**src/rtl/mat_unpack_stream.sv**
```systemverilog
// Serializes one packed I x K float matrix per handshake into a row-major
// element stream with row/column tags, a last marker and a sticky NaN flag.
module mat_unpack_stream #(
  parameter int EXP_WIDTH  = 8,
  parameter int FRAC_WIDTH = 23,
  parameter int I          = 4,
  parameter int K          = 4,
  localparam int W         = 1 + EXP_WIDTH + FRAC_WIDTH,
  localparam int RW        = (I > 1) ? $clog2(I) : 1,
  localparam int CW        = (K > 1) ? $clog2(K) : 1
) (
  input  logic             clk,
  input  logic             rst_n,
  input  logic             mat_valid,
  output logic             mat_ready,
  input  logic [I*K*W-1:0] mat,
  output logic             out_valid,
  input  logic             out_ready,
  output logic [W-1:0]     out_data,
  output logic [RW-1:0]    out_row,
  output logic [CW-1:0]    out_col,
  output logic             out_last,
  output logic             nan_seen
);

  localparam int NE = I * K;
  localparam int EW = (NE > 1) ? $clog2(NE) : 1;

  typedef enum logic {IDLE, SEND} state_t;

  state_t             r_state;
  state_t             w_state_nxt;
  logic [I*K*W-1:0]   r_mat;
  logic [RW-1:0]      r_row;
  logic [CW-1:0]      r_col;
  logic               r_nan;
  logic [W-1:0]       w_elem [NE];
  logic [EW-1:0]      w_idx;
  logic               w_last;
  logic               w_acc;
  logic               w_cap;
  logic               w_is_nan;

  for (genvar e = 0; e < NE; e++) begin : g_elem
    assign w_elem[e] = r_mat[e*W +: W];
  end

  assign w_idx    = EW'(r_row) * EW'(K) + EW'(r_col);
  assign w_last   = (r_row == RW'(I - 1)) && (r_col == CW'(K - 1));
  assign w_acc    = out_valid & out_ready;
  assign w_cap    = mat_valid & mat_ready;
  assign w_is_nan = (&out_data[W-2 -: EXP_WIDTH]) & (|out_data[FRAC_WIDTH-1:0]);

  assign out_data = w_elem[w_idx];
  assign out_row  = r_row;
  assign out_col  = r_col;
  assign out_last = (r_state == SEND) & w_last;
  assign nan_seen = r_nan;

  always_ff @(posedge clk or negedge rst_n) begin
    if (!rst_n) r_state <= IDLE;
    else        r_state <= w_state_nxt;
  end

  // The last accepted beat doubles as a capture window so matrices chain without a bubble.
  always_comb begin
    w_state_nxt = r_state;
    mat_ready   = 1'b0;
    out_valid   = 1'b0;
    case (r_state)
      IDLE: begin
        mat_ready = 1'b1;
        if (mat_valid) w_state_nxt = SEND;
      end
      SEND: begin
        out_valid = 1'b1;
        mat_ready = out_ready & w_last;
        if (out_ready && w_last && !mat_valid) w_state_nxt = IDLE;
      end
      default: w_state_nxt = IDLE;
    endcase
  end

  always_ff @(posedge clk or negedge rst_n) begin
    if (!rst_n) begin
      r_mat <= '0;
      r_row <= '0;
      r_col <= '0;
      r_nan <= 1'b0;
    end else begin
      if (w_cap) r_mat <= mat;
      if (w_cap || (w_acc && w_last)) begin
        r_row <= '0;
        r_col <= '0;
      end else if (w_acc) begin
        if (r_col == CW'(K - 1)) begin
          r_col <= '0;
          r_row <= r_row + 1'b1;
        end else begin
          r_col <= r_col + 1'b1;
        end
      end
      // Capture wins: the element accepted in a reload cycle belongs to the old matrix.
      if (w_cap)                 r_nan <= 1'b0;
      else if (w_acc && w_is_nan) r_nan <= 1'b1;
    end
  end

endmodule

```
**config.mk**
```make
export PLATFORM = sky130hd
export DESIGN_NAME = mat_unpack_stream
export DESIGN_NICKNAME = d
export VERILOG_FILES = /design/src/rtl/mat_unpack_stream.sv
export SDC_FILE = /design/constraint.sdc
export NUM_CORES = 1
export LEC_CHECK = 0
export CORE_MARGIN = 5
export CORE_UTILIZATION = 50
export CTS_CLUSTER_DIAMETER = 60
export DETAILED_ROUTE_END_ITERATION = 8
export PLACE_DENSITY = 0.8
export SLEW_MARGIN = 20
export SYNTH_ARGS = -nofsm -noshare
export SYNTH_HDL_FRONTEND = slang
export SYNTH_SLANG_ARGS = --single-unit
```
**constraint.sdc**
```tcl
create_clock -name clk -period 3.5 [get_ports clk]
set_input_delay 0.875 -clock clk [delete_from_list [all_inputs] [get_ports clk]]
set_output_delay 0.875 -clock clk [all_outputs]
set_load 0.005 [all_outputs]
```
==> results_dict.tcl, run 1 <==
set metrics [dict create \
    cpMaxStageDelayCell "mux4_2" \
    p_leak_nw 16.0 \
    violations "setup timing" \
    cts_sinks 518 \
    path_clk_slew_ns 0.06 \
    path_depth 6 \
    swShare 0.348 \
    firstDrtPassIters 9 \
    p_comb_frac 0.396 \
    antenna_found_initial 8 \
    drc 0 \
    seq_power_share 0.388 \
    final_common_cell "nand2_1" \
    yosysSeqAreaShare 0.559 \
    io_pins 556 \
    ant_nets 0 \
    wl_um 84400 \
    rows 79 \
    insertion_delay_ns 0.60 \
    crit_arrival_ns 2.69 \
    finalSetupViolCount 10 \
    ys_ff_latch 518 \
    area_growth_pct 40.6 \
    fmax_mhz 280 \
    hold_class "in -> async" \
    multi_input_area_mm2 0.00980 \
    startpoint "out_col[0]" \
    rsz0062_at_grt "yes" \
    htree_levels 2 \
    skew_ns 0.0202 \
    relSlewSlack 0.493 \
    finalHoldViolations 0 \
    grt_first_pass_wirelength_um 127000 \
    crit_path_frequent_cell "mux4_2" \
    syn_inst 2452 \
    worst_slew_pin_slew_ns 0.753 \
    grt_pass1_vias 21000 \
    overflow 0 \
    io_buffers 555 \
    slew_violations 0 \
    place_ws_ns 0.126 \
    status "finished, violations left" \
    dieArea_mm2 0.0508 \
    hpwl_um 61500 \
    crit_path_end "out_data[12]" \
    drt_iter0_markers 2308 \
    final_nets 3557 \
    hold_buffers 0 \
    clk_path_buf_depth 3 \
    drive_gt1_frac 0.148 \
    worstPathCellList "buf_12 -> buf_8 -> buf_16 -> mux4_2 -> mux4_2 -> buf_2" \
    min_period_over_period 1.02 \
    avgRoutedWirePerCell_um 22.8 \
    worst-setup-path-type "reg -> out" \
    die_w_um 225 \
    maxCapViolCount 0 \
    ys_warn_count 0 \
    setup_ws_ns -0.0669 \
    avgSynthCellArea_um2 9.46 \
    finalCriticalPeriod_ns 3.57 \
    place_congestion 1.02 \
    vias 20400 \
    p_per_area_mw_per_mm2 886 \
    path_max_fanout 5 \
    clk_root_buffer_cell "clkbuf_16" \
    reg2reg_from "out_col[0]" \
    cts_tree "done" \
    crit_buf_inv 4 \
    initial_core_util 0.501 \
    nFillCells 3432 \
    required_ns 2.62 \
    grtUsageTotal 0.328 \
    grt_max_degree 143 \
    cp_slowest_stage_delay_ns 0.53 \
    r2r_slack_ns 0.31 \
    start_kind "flop" \
    synth.distinct_cells 29 \
    hold_slack_ns 0.222 \
    final_cell_mix "nand2_1, clkdlybuf4s50_1, dfrtp_1" \
    p_switching_w 0.0101 \
    seqCellArea_mm2 0.0130 \
    vdd_drop_max_uv 419 \
    clkPwrFrac 0.215 \
    endpoint_kind "output port" \
    cts_buffers 53 \
    netlist_area_mm2 0.0232 \
    crit_family "multiplexers" \
    r2r_end "nan_seen" \
    p_int_w 0.0188 \
    r2r_cells 10 \
    via_per_inst 5.51 \
    fp.dieH_um 225 \
    syn_nets 2970 \
    core_area_mm2 0.0463 \
]
-- state kept, by name, summed over array words and instances, names as in the netlist --
name / flops
out_col: 2
r_state: 1
r_mat: 512
nan_seen: 1
out_row: 2
-- final cells by class --
type,count,share of cell area
inverters,1,0.000115
repair buffers,686,0.218
well taps,607,0.0233
flip-flops and latches,518,0.398
multi-input cells,1779,0.301
clock inverters,20,0.00997
clock buffers,78,0.0494
diodes,8,0.000614
-- kinds of logic (layout without fill, tap and decap cells) --
group / Yosys count / in the layout / synth area share
buffers and inverters: 155 / 785 / 0.0297
adder cells (fa/ha/maj): 2 / 2 / 0.00108
AND/OR/NAND/NOR: 1587 / 1587 / 0.259
AO/OA/AOI/OAI: 48 / 48 / 0.0153
flip-flops: 518 / 518 / 0.559
other: 0 / 8 / 0
multiplexers: 142 / 142 / 0.136
-- power groups by stage --
stage                     combinational (W)  clock (W)  sequential, W
after CTS                            0.0112    0.00628         0.0111
after floorplan                     0.00633          0         0.0101
after global placement              0.00979          0         0.0111
after global routing                 0.0124    0.00652         0.0114
after detailed placement             0.0101          0         0.0111
final                                0.0114    0.00622         0.0112
-- cells in the mapped netlist --
cell type  instances  area share
nand2_1         1565        0.25
dfrtp_1          518        0.56
mux4_2           138        0.13
clkbuf_1         118       0.019
a22oi_1           42       0.014
buf_1             15      0.0024
buf_2              7      0.0015
buf_6              7      0.0034
buf_4              5      0.0016
nor4_1             5      0.0013
mux2i_1            4      0.0017
o21ai_0            4     0.00086
nand3_1            3     0.00065
and2_1             2     0.00054
ha_1               2      0.0011
nand4_1            2     0.00054
nor2_1             2     0.00032
nor2b_1            2     0.00054
a32o_1             1     0.00043
a32oi_1            1     0.00038
and3_1             1     0.00027
and4_1             1     0.00038
buf_12             1     0.00086
buf_8              1     0.00065
inv_1              1     0.00016
nand2b_1           1     0.00027
nand4b_1           1     0.00038
nor4_2             1     0.00054
or3_1              1     0.00027
-- stage by stage --
stage               area, um^2  cells  power (W)  setup TNS, ns   util
floorplan                23200   2452     0.0164              0      -
global placement         29800   3531     0.0209              0  0.644
detailed placement       29800   3531     0.0212              0  0.644
CTS                      32500   3675     0.0285          -1.10  0.703
global route             32600   3696     0.0303          -1.10  0.705
finish                   32600   3697     0.0289         -0.427  0.705
-- worst min path at each step --
stage / slack [ns] / cells after the start / endpoint / startpoint
floorplan: 0.44 / 2 / r_mat[157] / r_mat[157]
global placement: 0.45 / 2 / r_mat[95] / r_mat[95]
detailed placement: 0.46 / 2 / r_mat[474] / r_mat[474]
CTS: 0.22 / 1 / r_mat[120] / rst_n
global route: 0.25 / 1 / r_mat[120] / rst_n
finish: 0.22 / 1 / r_mat[120] / rst_n
-- worst reg2reg max path, stage by stage, from the launching register on --
cell and delay [ns]:
dfrtp_4 0.47, buf_12 0.17, buf_6 0.12, buf_12 0.13, mux4_2 0.51, a22oi_2 0.31
nand2_2 0.13, nor4_1 0.70, buf_4 0.23, and4_1 0.21, a32oi_1 0.09
-- what timing repair did --
action	CTS	global route
setup endpoints to repair	32	27
gates cloned	7	0
pin swaps	37	21
gates resized for setup	188	26
setup buffers	39	17
-- per-layer routing --
metal	share of wire	track usage	routed length, um	up-vias
met1	0.40	0.454	33800	10100
met5	0.00015	0	13	-
met2	0.46	0.508	39000	1100
met4	0.042	0.130	3590	2
li1	-	-	-	9021
met3	0.095	0.0780	8030	190
Note: power is estimated with default switching activity, not from simulation.
==> run 2: changes to the inputs <==
REMOVE_ABC_BUFFERS = 1   (was not set)
==> results_dict.tcl, run 2 (synthesized netlist as in run 1, its figures left out) <==
set metrics [dict create \
    rows 79 \
    ant_nets 0 \
    p_int_w 0.0195 \
    core_area_mm2 0.0463 \
    vdd_drop_max_uv 643 \
    grtUsageTotal 0.300 \
    hold_buffers 0 \
    final_common_cell "nand2_1" \
    fin_setup_tns_ns -0.00200 \
    cpMaxStageDelayCell "dfrtp_4" \
    grt_pass1_vias 21700 \
    worstPathCellList "buf_12 -> buf_8 -> buf_16 -> mux4_2 -> mux4_2 -> buf_2" \
    io_pins 556 \
    worst_slew_pin_slew_ns 0.813 \
    grt_max_degree 89 \
    p_switching_w 0.00983 \
    drive_gt1_frac 0.156 \
    final_nets 3592 \
    cp_slowest_stage_delay_ns 0.51 \
    via_per_inst 5.52 \
    antenna_found_initial 11 \
    wl_um 78000 \
    topRoutingLayerUsed "met5" \
    cts_buffers 54 \
    path_max_fanout 5 \
    p_per_area_mw_per_mm2 891 \
    crit_path_frequent_cell "mux4_2" \
    slew_violations 0 \
    nFillCells 3169 \
    fp.dieH_um 225 \
    overflow 0 \
    endpoint_kind "output port" \
    htree_levels 2 \
    cts_tree "done" \
    drt_iter0_markers 2136 \
    initial_core_util 0.501 \
    clk_root_buffer_cell "clkbuf_16" \
    p_comb_frac 0.419 \
    crit_buf_inv 4 \
    hpwl_um 53600 \
    design_area_mm2 0.0329 \
    hold_class "in -> async" \
    dp.cells 3526 \
    setup_ws_ns -0.00200 \
    finalSetupViolCount 1 \
    place_ws_ns 0.138 \
    violations "setup timing" \
    insertion_delay_ns 0.61 \
    firstDrtPassIters 8 \
    wl_met3_um 6530 \
    skew_ns 0.0249 \
    rsz0062_at_grt "yes" \
    worst-setup-path-type "reg -> out" \
    clk_path_buf_depth 3 \
    io_buffers 555 \
    finalCriticalPeriod_ns 3.50 \
    placed_area_mm2 0.0297 \
    path_clk_slew_ns 0.06 \
    avgRoutedWirePerCell_um 20.9 \
    place_congestion 0.927 \
    crit_arrival_ns 2.63 \
    dieArea_mm2 0.0508 \
    crit_family "multiplexers" \
    fmax_mhz 286 \
    area_growth_pct 41.9 \
    fin_cells 3733 \
    vias 20600 \
    die_w_um 225 \
    required_ns 2.62 \
    status "finished, violations left" \
    final_cell_mix "nand2_1, clkdlybuf4s50_1, dfrtp_1" \
    start_kind "flop" \
    cts_sinks 518 \
    top_register "r_mat" \
    drc 0 \
    p_leak_nw 16.2 \
    wl_met1_um 28200 \
    largest_register_ffs 512 \
    wl_met2_um 38900 \
    clkPwrFrac 0.210 \
    finalPower_w 0.0293 \
    seq_power_share 0.371 \
    maxCapViolCount 0 \
    swShare 0.335 \
    finalHoldViolations 0 \
    grt_first_pass_wirelength_um 119000 \
    min_period_over_period 1.00 \
    relSlewSlack 0.453 \
]
==> run 2: cell types whose count changed in the layout (fill, tap and decap cells not counted), moves of 3 or more <==
| cell | change |
|---|---|
| buf_4 | +30 |
| clkbuf_8 | -9 |
| buf_6 | +7 |
| a22oi_1 | +6 |
| a22oi_2 | -6 |
| buf_12 | -4 |
| buf_2 | -4 |
| clkinv_2 | +4 |
| clkbuf_16 | +3 |
==> run 2: layout make-up <==
cell class / instances / area [um^2] / share of cell area
flip-flops and latches: 518 / 13000 / 0.394
clock inverters: 27 / 373 / 0.0113
inverters: 1 / 3.75 / 0.000114
well taps: 607 / 759 / 0.0231
repair buffers: 720 / 7420 / 0.225
clock buffers: 72 / 1540 / 0.0469
diodes: 9 / 22.5 / 0.000684
multi-input cells: 1779 / 9820 / 0.298
==> run 2: per-stage QoR <==
stage	hold slack, ns	util
2_1_floorplan	0.440	-
3_3_place_gp	0.453	0.642
3_5_place_dp	0.457	0.642
4_1_cts	0.290	0.707
5_1_grt	0.318	0.712
6_report	0.280	0.712
==> run 2: worst reg2reg max path, delay by kind of cell (launching register included) <==
family | cells | cell delay, ns
multiplexers | 1 | 0.42
buffers and inverters | 12 | 1.61
AND/OR/NAND/NOR | 3 | 0.50
AO/OA/AOI/OAI | 2 | 0.29
flip-flops | 1 | 0.51
==> run 2: what timing repair did <==
action | CTS | global route
buffers inserted | 75 | 21
gates resized for setup | 191 | 42
endpoints found under the setup margin | 32 | 31
pin swaps | 39 | 28
cloned | 8 | 1
==> run 2: per-layer routing <==
layer | vias up | GRT usage
met1 | 10100 | 0.372
met3 | 263 | 0.0599
li1 | 9113 | -
met2 | 1167 | 0.503
met5 | - | 0
met4 | 4 | 0.154
==> run 2: path summary, 6_finish.rpt <==
check | startpoint | end | slack (ns) | depth (start not counted)
max | out_col[0] | out_data[14] | -0.002 | 6
max reg2reg | out_col[0] | nan_seen | 0.04 | 18
min reg2reg | r_mat[376] | r_mat[376] | 0.47 | 2
min | rst_n | r_mat[252] | 0.28 | 1
max in group asynchronous | rst_n | r_mat[226] | 2.31 | 2
min in group clk | r_mat[376] | r_mat[376] | 0.47 | 2
==> run 2: power by group through the flow <==
stage	Sequential, W	Combinational, W	Clock, W
final	0.0109	0.0123	0.00616
after global routing	0.0111	0.0133	0.00649
after CTS	0.0107	0.0118	0.00621
after detailed placement	0.0108	0.00992	0
after global placement	0.0107	0.00952	0
after floorplan	0.0106	0.00618	0
==> run 3: changes to the inputs <==
CORE_MARGIN = not set   (was 5)
==> results_dict.tcl, run 3 (synthesized netlist as in run 1, its figures left out) <==
set metrics [dict create \
    ant_nets 0 \
    grt_pass1_vias 21400 \
    rsz0062_at_grt "yes" \
    largest_register_ffs 512 \
    vias 20600 \
    top_register "r_mat" \
    required_ns 2.62 \
    io_buffers 555 \
    final_cell_mix "nand2_1, clkdlybuf4s50_1, dfrtp_1" \
    hold_class "in -> async" \
    vdd_drop_max_uv 583 \
    relSlewSlack 0.476 \
    cts_buffers 52 \
    path_clk_slew_ns 0.06 \
    status "finished, violations left" \
    start_kind "flop" \
    finalPower_w 0.0290 \
    wl_um 78000 \
    p_per_area_mw_per_mm2 890 \
    rows 78 \
    firstDrtPassIters 6 \
    area_growth_pct 40.4 \
    antenna_found_initial 3 \
    cts_sinks 518 \
    htree_levels 2 \
    nFillCells 3075 \
    worst-setup-path-type "reg -> out" \
    place_congestion 0.927 \
    cts_tree "done" \
    final_common_cell "nand2_1" \
    dieArea_mm2 0.0473 \
    avgRoutedWirePerCell_um 21.1 \
    path_max_fanout 4 \
    die_w_um 217 \
    crit_arrival_ns 2.64 \
    clk_path_buf_depth 3 \
    maxCapViolCount 0 \
    insertion_delay_ns 0.59 \
    finalHoldViolations 0 \
    grt_max_degree 173 \
    finalCriticalPeriod_ns 3.51 \
    via_per_inst 5.58 \
    core_area_mm2 0.0456 \
    fin_setup_tns_ns -0.0104 \
    drt_iter0_markers 2296 \
    worst_slew_pin_slew_ns 0.778 \
    fmax_mhz 285 \
    setup_ws_ns -0.0104 \
    skew_ns 0.0203 \
    violations "setup timing" \
    fp.dieH_um 217 \
    grt_first_pass_wirelength_um 118000 \
    grtUsageTotal 0.328 \
    min_period_over_period 1.00 \
    finalSetupViolCount 1 \
    endpoint_kind "output port" \
    hpwl_um 53000 \
    final_nets 3568 \
    io_pins 556 \
    p_leak_nw 16.0 \
    clk_root_buffer_cell "clkbuf_16" \
    fin_cells 3693 \
    drc 0 \
    drive_gt1_frac 0.149 \
    initial_core_util 0.509 \
    overflow 0 \
    slew_violations 0 \
    final_core_util 0.715 \
    dp.cells 3524 \
]
-- run 3: worst max-delay path: stages, from the launching register on --
cell and delay (ns):
dfrtp_4 0.51, buf_12 0.16, buf_12 0.14, buf_6 0.12
mux4_2 0.42, mux4_2 0.54, buf_6 0.14
-- run 3: path summary, 6_finish.rpt --
path / endpoint / slack, ns / cells after the start / from
setup / recovery: out_data[12] / -0.01 / 6 / out_col[0]
hold reg to reg: r_mat[222] / 0.47 / 2 / r_mat[222]
min in group clk: r_mat[222] / 0.47 / 2 / r_mat[222]
max in group asynchronous: r_mat[124] / 2.22 / 2 / rst_n
hold / removal: r_mat[65] / 0.26 / 1 / rst_n
setup reg to reg: nan_seen / 0.11 / 15 / out_col[0]
-- run 3: routing by layer --
metal,up-vias,part of all wire,global-route usage
li1,9042,-,-
met1,10000,0.37,0.412
met2,1215,0.48,0.535
met3,315,0.081,0.0637
met4,4,0.061,0.186
met5,-,0.00028,0
-- run 3: timing repair --
item	CTS	global route
hold buffers	0	0
buffers inserted	59	5
pin swaps	35	17
cloned	8	1
setup endpoints to repair	33	28
gates resized for setup	148	45
-- run 3: report_power, final --
group | total, W | switching [W] | internal (W)
sequential | 0.0110 | 0.00199 | 0.00901
combinational | 0.0117 | 0.00543 | 0.00631
clock | 0.00625 | 0.00239 | 0.00386
total | 0.0290 | 0.00981 | 0.0192
-- run 3: final cells by class --
cell class / count / area [um^2] / share of cell area
timing repair buffer: 698 / 7100 / 0.218
multi-input combinational: 1779 / 9800 / 0.301
sequential: 518 / 13000 / 0.398
inverter: 1 / 3.75 / 0.000115
clock buffer: 72 / 1530 / 0.0469
tap: 600 / 751 / 0.0230
clock inverter: 24 / 412 / 0.0126
antenna: 1 / 2.50 / 0.0000768
-- run 3: stage by stage --
stage,cell area [um^2],setup slack [ns],hold slack [ns]
final,32600,-0.0104,0.262
after floorplan,22500,-11.03,0.440
after global routing,32600,-0.0679,0.324
after global placement,29700,0.258,0.452
after CTS,32500,-0.0885,0.298
after detailed placement,29700,0.198,0.457
